<file path="config.mk">
export PLATFORM = sky130hd
export DESIGN_NAME = dram_arbiter
export DESIGN_NICKNAME = d
export VERILOG_FILES = /design/src/rtl/dram_arbiter.sv
export SDC_FILE = /design/constraint.sdc
export NUM_CORES = 1
export LEC_CHECK = 0
export CORE_UTILIZATION = 36
export DETAILED_ROUTE_END_ITERATION = 8
export PLACE_DENSITY = 0.77
export SETUP_SLACK_MARGIN = 0.4
export SKIP_LAST_GASP = 1
export SYNTH_ARGS = -nofsm -noshare
export SYNTH_HDL_FRONTEND = slang
export SYNTH_SLANG_ARGS = --single-unit
</file>
<file path="constraint.sdc">
create_clock -name clk -period 2.4 [get_ports clk]
set_input_delay 0.72 -clock clk [delete_from_list [all_inputs] [get_ports clk]]
set_output_delay 0.72 -clock clk [all_outputs]
set_load 0.01 [all_outputs]
</file>
<file path="src/rtl/dram_arbiter.sv">
// dram_arbiter: registered round-robin arbiter sharing one 1024x32
// distributed RAM (sync write, async read) between two masters.
//
// Ports:
//   clk, rst            clock, synchronous active-high reset
//   mX_req/we/addr/wdata master X request bundle, held until mX_gnt
//   mX_gnt               master X access performed this cycle
//   mX_rvalid/rdata      master X read data, one cycle after the grant
//   mem_we/addr/d        RAM write enable, address, write data
//   mem_spo              RAM asynchronous read data
module dram_arbiter #(
  parameter int ADDR_W = 10,
  parameter int DATA_W = 32
) (
  input  logic              clk,
  input  logic              rst,
  input  logic              m0_req,
  input  logic              m0_we,
  input  logic [ADDR_W-1:0] m0_addr,
  input  logic [DATA_W-1:0] m0_wdata,
  output logic              m0_gnt,
  output logic              m0_rvalid,
  output logic [DATA_W-1:0] m0_rdata,
  input  logic              m1_req,
  input  logic              m1_we,
  input  logic [ADDR_W-1:0] m1_addr,
  input  logic [DATA_W-1:0] m1_wdata,
  output logic              m1_gnt,
  output logic              m1_rvalid,
  output logic [DATA_W-1:0] m1_rdata,
  output logic              mem_we,
  output logic [ADDR_W-1:0] mem_addr,
  output logic [DATA_W-1:0] mem_d,
  input  logic [DATA_W-1:0] mem_spo
);

  typedef enum logic [1:0] {
    IDLE,
    SERVE0,
    SERVE1
  } state_t;

  state_t state;
  state_t state_d;
  logic   last;
  logic   last_d;
  logic   rd0;
  logic   rd1;

  always_ff @(posedge clk) begin
    if (rst) begin
      state <= IDLE;
      last  <= 1'b1;
    end else begin
      state <= state_d;
      last  <= last_d;
    end
  end

  // On a tie the master that was not served most recently wins.
  always_comb begin
    state_d = IDLE;
    last_d  = last;
    unique case (1'b1)
      (m0_req && !m1_req): state_d = SERVE0;
      (!m0_req && m1_req): state_d = SERVE1;
      (m0_req && m1_req):  state_d = last ? SERVE0 : SERVE1;
      default:             state_d = IDLE;
    endcase
    if (state_d == SERVE0) last_d = 1'b0;
    if (state_d == SERVE1) last_d = 1'b1;
  end

  assign m0_gnt = (state == SERVE0);
  assign m1_gnt = (state == SERVE1);

  // RAM port is driven from the registered grant only, so mem_we
  // can never assert outside a serve cycle.
  always_comb begin
    mem_we   = 1'b0;
    mem_addr = '0;
    mem_d    = '0;
    unique case (state)
      SERVE0: begin
        mem_we   = m0_we;
        mem_addr = m0_addr;
        mem_d    = m0_wdata;
      end
      SERVE1: begin
        mem_we   = m1_we;
        mem_addr = m1_addr;
        mem_d    = m1_wdata;
      end
      default: begin
        mem_we   = 1'b0;
        mem_addr = '0;
        mem_d    = '0;
      end
    endcase
  end

  assign rd0 = m0_gnt && !m0_we;
  assign rd1 = m1_gnt && !m1_we;

  // Async read data is captured at the edge closing the grant cycle;
  // a read caught by reset is dropped.
  always_ff @(posedge clk) begin
    if (rst) begin
      m0_rvalid <= 1'b0;
      m1_rvalid <= 1'b0;
      m0_rdata  <= '0;
      m1_rdata  <= '0;
    end else begin
      m0_rvalid <= rd0;
      m1_rvalid <= rd1;
      if (rd0) m0_rdata <= mem_spo;
      if (rd1) m1_rdata <= mem_spo;
    end
  end

endmodule

</file>
==> results.sh, run 1 <==
export IMPL_cts_clk_slew_worst_paths_ps=70
export IMPL_die_w_um=99.57
export IMPL_synth_fp_nets=491
export IMPL_min_to="state[1]"
export IMPL_clk_latency_ps=330
export IMPL_setup_viol=0
export IMPL_cts_max_path_buffers=2
export IMPL_grt_max_degree=59
export IMPL_path_class="in2out"
export IMPL_gp_congestion=0.8051
export IMPL_synth_avg_cell_area_um2=9.363
export IMPL_via_per_inst=4.909
export IMPL_grt_pass1_vias=3527
export IMPL_cp_arrival_ps=1650
export IMPL_coreArea_um2=9240
export IMPL_crit_fanout=1
export IMPL_worst_endpoint_required_ps=1680
export IMPL_synth_main_ff_cell="dfxtp_1"
export IMPL_syn2layout_area_growth_pct=86.42
export IMPL_yosys_register_bits=69
export IMPL_fin_crit_sh_pct=98.84
export IMPL_fin_skew_ps=9.135
export IMPL_ioPinCount=233
export IMPL_status="finished, final reports clean"
export IMPL_max_slew_worst_pin_slew_ps=594.5
export IMPL_synth_async_reset_ratio_pct=0
export IMPL_synth_enable_flop_cells=0
export IMPL_hp_start="last"
export IMPL_clock_sinks=69
export IMPL_cts_inserted_buffers=9
export IMPL_layout_nets=722
export IMPL_track_usage_pct=23.51
export IMPL_seq_area_frac_synth_pct=40.31
export IMPL_rrSetupSlack_ps=730
export IMPL_drtPass1Iterations=4
export IMPL_max_freq_ghz=0.4216
export IMPL_syn_area_um2=3427
export IMPL_port_buffer_count=232
export IMPL_synthCells=366
export IMPL_reg2reg_depth=8
export IMPL_wl_mm=12.98
export IMPL_ys_types=16
export IMPL_detail_route_antenna_nets=0
export IMPL_rr_endpoint="m0_rdata[6]"
export IMPL_placed_area_um2=5858
export IMPL_worstReg2RegStart="state[0]"
export IMPL_cap_viol_max_count=0
export IMPL_initial_core_util_pct=37.09
export IMPL_peakVddDrop_mv=0.3391
export IMPL_grt_pass1_wl_mm=18.17
export IMPL_cts_tree="built"
export IMPL_num_vias=3598
export IMPL_htree_levels=3
export IMPL_hp_class="reg2reg"
export IMPL_max_slew_margin_rel_pct=60.37
export IMPL_p_per_area_nw_per_um2=465.2
export IMPL_period_needed_ps=2372
export IMPL_hold_ws_ps=466.9
export IMPL_die_h_um=99.57
export IMPL_dieArea_um2=9914
export IMPL_post_drt_wl_per_cell_um=17.70
export IMPL_yosysWarnings=0
export IMPL_design_area_um2=6389
export IMPL_cp_end_kind="primary output"
export IMPL_drv_slew=0
export IMPL_drc=0
export IMPL_hold_depth=1
export IMPL_gr_total_overflow=0
export IMPL_hold_buffers=0
export IMPL_root_buffer="clkbuf_8"
export IMPL_finalHoldViolations=0
export IMPL_rsz0062_at_grt="yes"
export IMPL_dp_hpwl_mm=8.605
export IMPL_finalPower_mw=2.972
export IMPL_drive_above_1_share_pct=21.10
export IMPL_rows=35
export IMPL_drt_iter0_drc=102
export IMPL_antenna_found_initial=1
export IMPL_power_leakage_nw=2.759
export IMPL_crit_path_start_kind="primary input"
==> sequential cells by signal (all words and copies together) (netlist names) <==
signal	count
m0_rvalid	1
last	1
m0_rdata	32
m1_rdata	32
m1_rvalid	1
state	2
==> metrics by stage <==
step                util [%]  setup WS [ps]  setup TNS (ps)  instances
floorplan                  -          435.2               0        366
global placement       63.40         -325.3           -9834        703
detailed placement     63.40         -342.3          -10320        703
CTS                    67.37          73.92               0        725
global route           69.11         -4.685          -4.685        732
finish                 69.14          27.93               0        733
==> per-layer routing <==
layer / track usage (%) / wire length [um]
met1: 24.04 / 4606
met2: 42.25 / 6377
met3: 9.065 / 1339
met4: 10.86 / 653
met5: 0 / 0
==> synth_stat cells, types with 3 or more instances <==
master / n / area [um2]
a22oi_1: 43 / 322.8
buf_2: 8 / 40.04
buf_6: 8 / 90.09
clkbuf_1: 18 / 67.56
dfxtp_1: 69 / 1381
ha_1: 3 / 37.54
inv_1: 4 / 15.01
mux2i_1: 64 / 640.6
nand2b_1: 98 / 613.1
nor2_1: 45 / 168.9
==> power by group <==
group	switching [mW]	leakage [nW]	internal (mW)	total, mW
Combinational	0.278	2.08	0.415	0.693
Clock	0.436	0.116	0.644	1.08
Sequential	0.0201	0.561	1.18	1.20
==> critical path: stages <==
cell,delay [ps]
clkdlybuf4s50_1,490
a22oi_1,80
nor2_1,110
clkdlybuf4s15_2,240
==> logic make-up (layout without fill, tap and decap cells) <==
group	count (synthesis)	count (layout)	synth area share [%]
AO/OA/AOI/OAI	45	45	9.894
adder cells (fa/ha/maj)	3	3	1.095
buffers and inverters	38	274	6.207
flip-flops	69	69	40.31
multiplexers	64	64	18.69
other	0	2	0
AND/OR/NAND/NOR	147	147	23.80
==> placed cells by master (no fill, tap or decap), types with 5 or more instances in the layout <==
master,n
clkdlybuf4s50_1,158
dfxtp_1,67
buf_2,39
dlygate4sd2_1,18
clkbuf_16,5
nand2b_1,98
a22oi_2,34
nor2_1,44
buf_6,5
a22oi_1,9
dlymetal6s2s_1,11
buf_12,6
clkdlybuf4s15_2,5
clkbuf_8,11
mux2i_1,64
==> layout make-up <==
| type | count | area, um2 |
|---|---|---|
| diodes | 2 | 5.005 |
| multi-input cells | 259 | 2043 |
| repair buffers | 254 | 2542 |
| clock inverters | 5 | 81.33 |
| inverters | 4 | 17.52 |
| fillers | 724 | 2851 |
| clock buffers | 11 | 151.4 |
| well taps | 129 | 161.4 |
| flip-flops and latches | 69 | 1386 |
==> repair_timing <==
item	4_1_cts	5_1_grt
gates cloned	3	6
endpoints found under the hold margin	0	0
gates resized for setup	223	30
endpoints found under the setup margin	45	56
buffers inserted	3	0
pin swaps	23	10
==> worst max path at each step <==
stage,slack [ps],depth (start not counted),start,to
after floorplan,440,6,state[1],mem_addr[0]
after global placement,-330,4,m1_we,mem_we
after detailed placement,-340,4,m1_we,mem_we
after CTS,70,6,state[0],mem_d[22]
after global routing,-5,6,state[0],mem_d[13]
final,30,4,m0_wdata[13],mem_d[13]
No activity file was read; power rests on OpenSTA's default activity.
==> inputs of run 2 (changes only) <==
--- a/config.mk
+++ b/config.mk
@@ -10,6 +10,7 @@
 export PLACE_DENSITY = 0.77
 export SETUP_SLACK_MARGIN = 0.4
 export SKIP_LAST_GASP = 1
+export SLEW_MARGIN = 20
 export SYNTH_ARGS = -nofsm -noshare
 export SYNTH_HDL_FRONTEND = slang
 export SYNTH_SLANG_ARGS = --single-unit
==> results of run 2 <==
Same layout as run 1: the final DEF is identical, and so are final timing and power.
==> inputs of run 3 (changes only) <==
--- a/config.mk
+++ b/config.mk
@@ -7,7 +7,7 @@
 export LEC_CHECK = 0
 export CORE_UTILIZATION = 36
 export DETAILED_ROUTE_END_ITERATION = 8
-export PLACE_DENSITY = 0.77
+export PLACE_DENSITY = 0.81
 export SETUP_SLACK_MARGIN = 0.4
 export SKIP_LAST_GASP = 1
 export SLEW_MARGIN = 20
==> results.sh, run 3 (synthesis results as in run 1) <==
export IMPL_worst_endpoint_required_ps=1680
export IMPL_wl_mm=13.76
export IMPL_die_h_um=99.57
export IMPL_port_buffer_count=232
export IMPL_htree_levels=3
export IMPL_rrSetupSlack_ps=870
export IMPL_seq_area_um2=1386
export IMPL_rr_endpoint="m0_rdata[2]"
export IMPL_design_area_um2=6822
export IMPL_clock_sinks=69
export IMPL_cap_viol_max_count=0
export IMPL_final_setup_tns_ps=0
export IMPL_grt_pass1_vias=3660
export IMPL_nFillCells=630
export IMPL_worstReg2RegStart="state[0]"
export IMPL_status="finished, final reports clean"
export IMPL_hp_start="last"
export IMPL_drt_iter0_drc=121
export IMPL_die_w_um=99.57
export IMPL_cp_end_kind="primary output"
export IMPL_peakVddDrop_mv=0.4045
export IMPL_grt_pass1_wl_mm=19.04
export IMPL_ioPinCount=233
export IMPL_drive_above_1_share_pct=26.11
export IMPL_track_usage_pct=24.82
export IMPL_grt_max_degree=102
export IMPL_syn2layout_area_growth_pct=99.05
export IMPL_hp_class="reg2reg"
export IMPL_coreArea_um2=9240
export IMPL_p_switching_mw=0.7553
export IMPL_top_regs="m0_rdata x32, m1_rdata x32, state x2"
export IMPL_max_slew_margin_rel_pct=80.34
export IMPL_min_to="state[1]"
export IMPL_crit_path_start_kind="register"
export IMPL_placed_area_um2=5878
export IMPL_finalHoldViolations=0
export IMPL_root_buffer="clkbuf_8"
export IMPL_cts_tree="built"
export IMPL_drc=0
export IMPL_dp_hpwl_mm=7.967
export IMPL_dieArea_um2=9914
export IMPL_most_common_layout_cells="clkdlybuf4s50_1, nand2b_1, dfxtp_1"
export IMPL_cts_max_path_buffers=2
export IMPL_clk_latency_ps=340
export IMPL_crit_fanout=5
export IMPL_hold_buffers=0
export IMPL_via_per_inst=5.051
export IMPL_layout_nets=731
export IMPL_final_common_cell="clkdlybuf4s50_1"
export IMPL_num_vias=3728
export IMPL_gr_total_overflow=0
export IMPL_cts_clk_slew_worst_paths_ps=70
export IMPL_hold_depth=1
export IMPL_path_class="reg2out"
export IMPL_max_freq_ghz=0.4194
export IMPL_rsz0062_at_grt="yes"
export IMPL_comb_power_share_pct=27.6
export IMPL_initial_core_util_pct=37.09
export IMPL_gp_congestion=0.7992
export IMPL_clkPwrFrac_pct=32.1
export IMPL_seqPwrFrac_pct=40.3
export IMPL_fin_crit_sh_pct=99.36
export IMPL_power_leakage_nw=3.174
export IMPL_swShare_pct=25.43
export IMPL_cts_inserted_buffers=9
export IMPL_fin_skew_ps=4.664
export IMPL_max_slew_worst_pin_slew_ps=294.9
export IMPL_antennaDiodeCount=0
export IMPL_post_drt_wl_per_cell_um=18.64
export IMPL_antenna_found_initial=0
export IMPL_rows=35
export IMPL_power_internal_mw=2.215
export IMPL_placedCellCount=704
export IMPL_drtPass1Iterations=4
export IMPL_setup_viol=0
export IMPL_instances_no_fill=738
export IMPL_multiInputGateArea_um2=2206
export IMPL_reg2reg_depth=6
export IMPL_cp_arrival_ps=1660
export IMPL_detail_route_antenna_nets=0
export IMPL_drv_slew=0
export IMPL_period_needed_ps=2385
export IMPL_p_per_area_nw_per_um2=435.4
run 3: cell count changes in the layout (fill, tap and decap cells not counted), moves of 11 or more:
cell / previous run / this run
nor2_1: 44 / 27
buf_2: 39 / 27
dlymetal6s2s_1: 11 / 31
dlygate4sd2_1: 18 / 7
buf_6: 5 / 24
nor2_4: 0 / 16
run 3: how the worst max path moves through the flow:
stage | from | end | slack [ps] | cells after the start
finish | state[0] | mem_d[14] | 20 | 7
floorplan | state[1] | mem_addr[0] | 440 | 6
detailed placement | m1_we | mem_we | -300 | 4
global placement | m1_we | mem_we | -330 | 4
CTS | state[0] | mem_addr[8] | 60 | 7
global route | state[0] | mem_d[14] | -60 | 7
run 3: metrics by stage:
step	total power [mW]	util [%]	hold WS, ps	setup slack [ps]
6_report	2.970	73.83	466.7	15.42
5_1_grt	3.092	73.83	488.5	-59.64
4_1_cts	2.881	68.67	468.4	64.80
3_5_place_dp	1.834	63.62	462.5	-303.0
3_3_place_gp	1.824	63.62	448.4	-334.9
2_1_floorplan	1.461	-	435.1	435.2
run 3: area by class of cell:
type | count | share of cell area (%)
Clock inverter | 1 | 0.4402
Inverter | 4 | 0.2568
Clock buffer | 13 | 2.476
Sequential cell | 69 | 20.32
Tap cell | 129 | 2.366
Multi-Input combinational cell | 259 | 32.34
Timing Repair Buffer | 263 | 41.80
run 3: critical path, cell delays in order (launching register included):
cell	delay, ps
dfxtp_2	340
buf_6	100
ha_4	200
buf_6	150
buf_16	130
a22oi_2	50
nor2_1	150
buf_2	200
run 3: timing repair:
item,in CTS,in global routing
setup endpoints to repair,45,73
setup buffers,6,0
pin swaps,36,28
gates resized for setup,240,98
cloned,8,6
run 3: per-layer routing:
metal / up-vias / wire length [um] / track usage, %
met5: - / 0 / 0
met4: 0 / 595 / 11.76
met3: 52 / 1434 / 10.82
met2: 206 / 6932 / 44.02
met1: 1752 / 4794 / 24.98
li1: 1718 / - / -
run 3: power groups by stage:
stage	Sequential [mW]	Combinational (mW)	Clock, mW
after detailed placement	1.22	0.611	0
after global routing	1.20	0.856	1.03
after global placement	1.22	0.602	0
after floorplan	1.24	0.225	0
final	1.20	0.819	0.953
after CTS	1.20	0.693	0.990
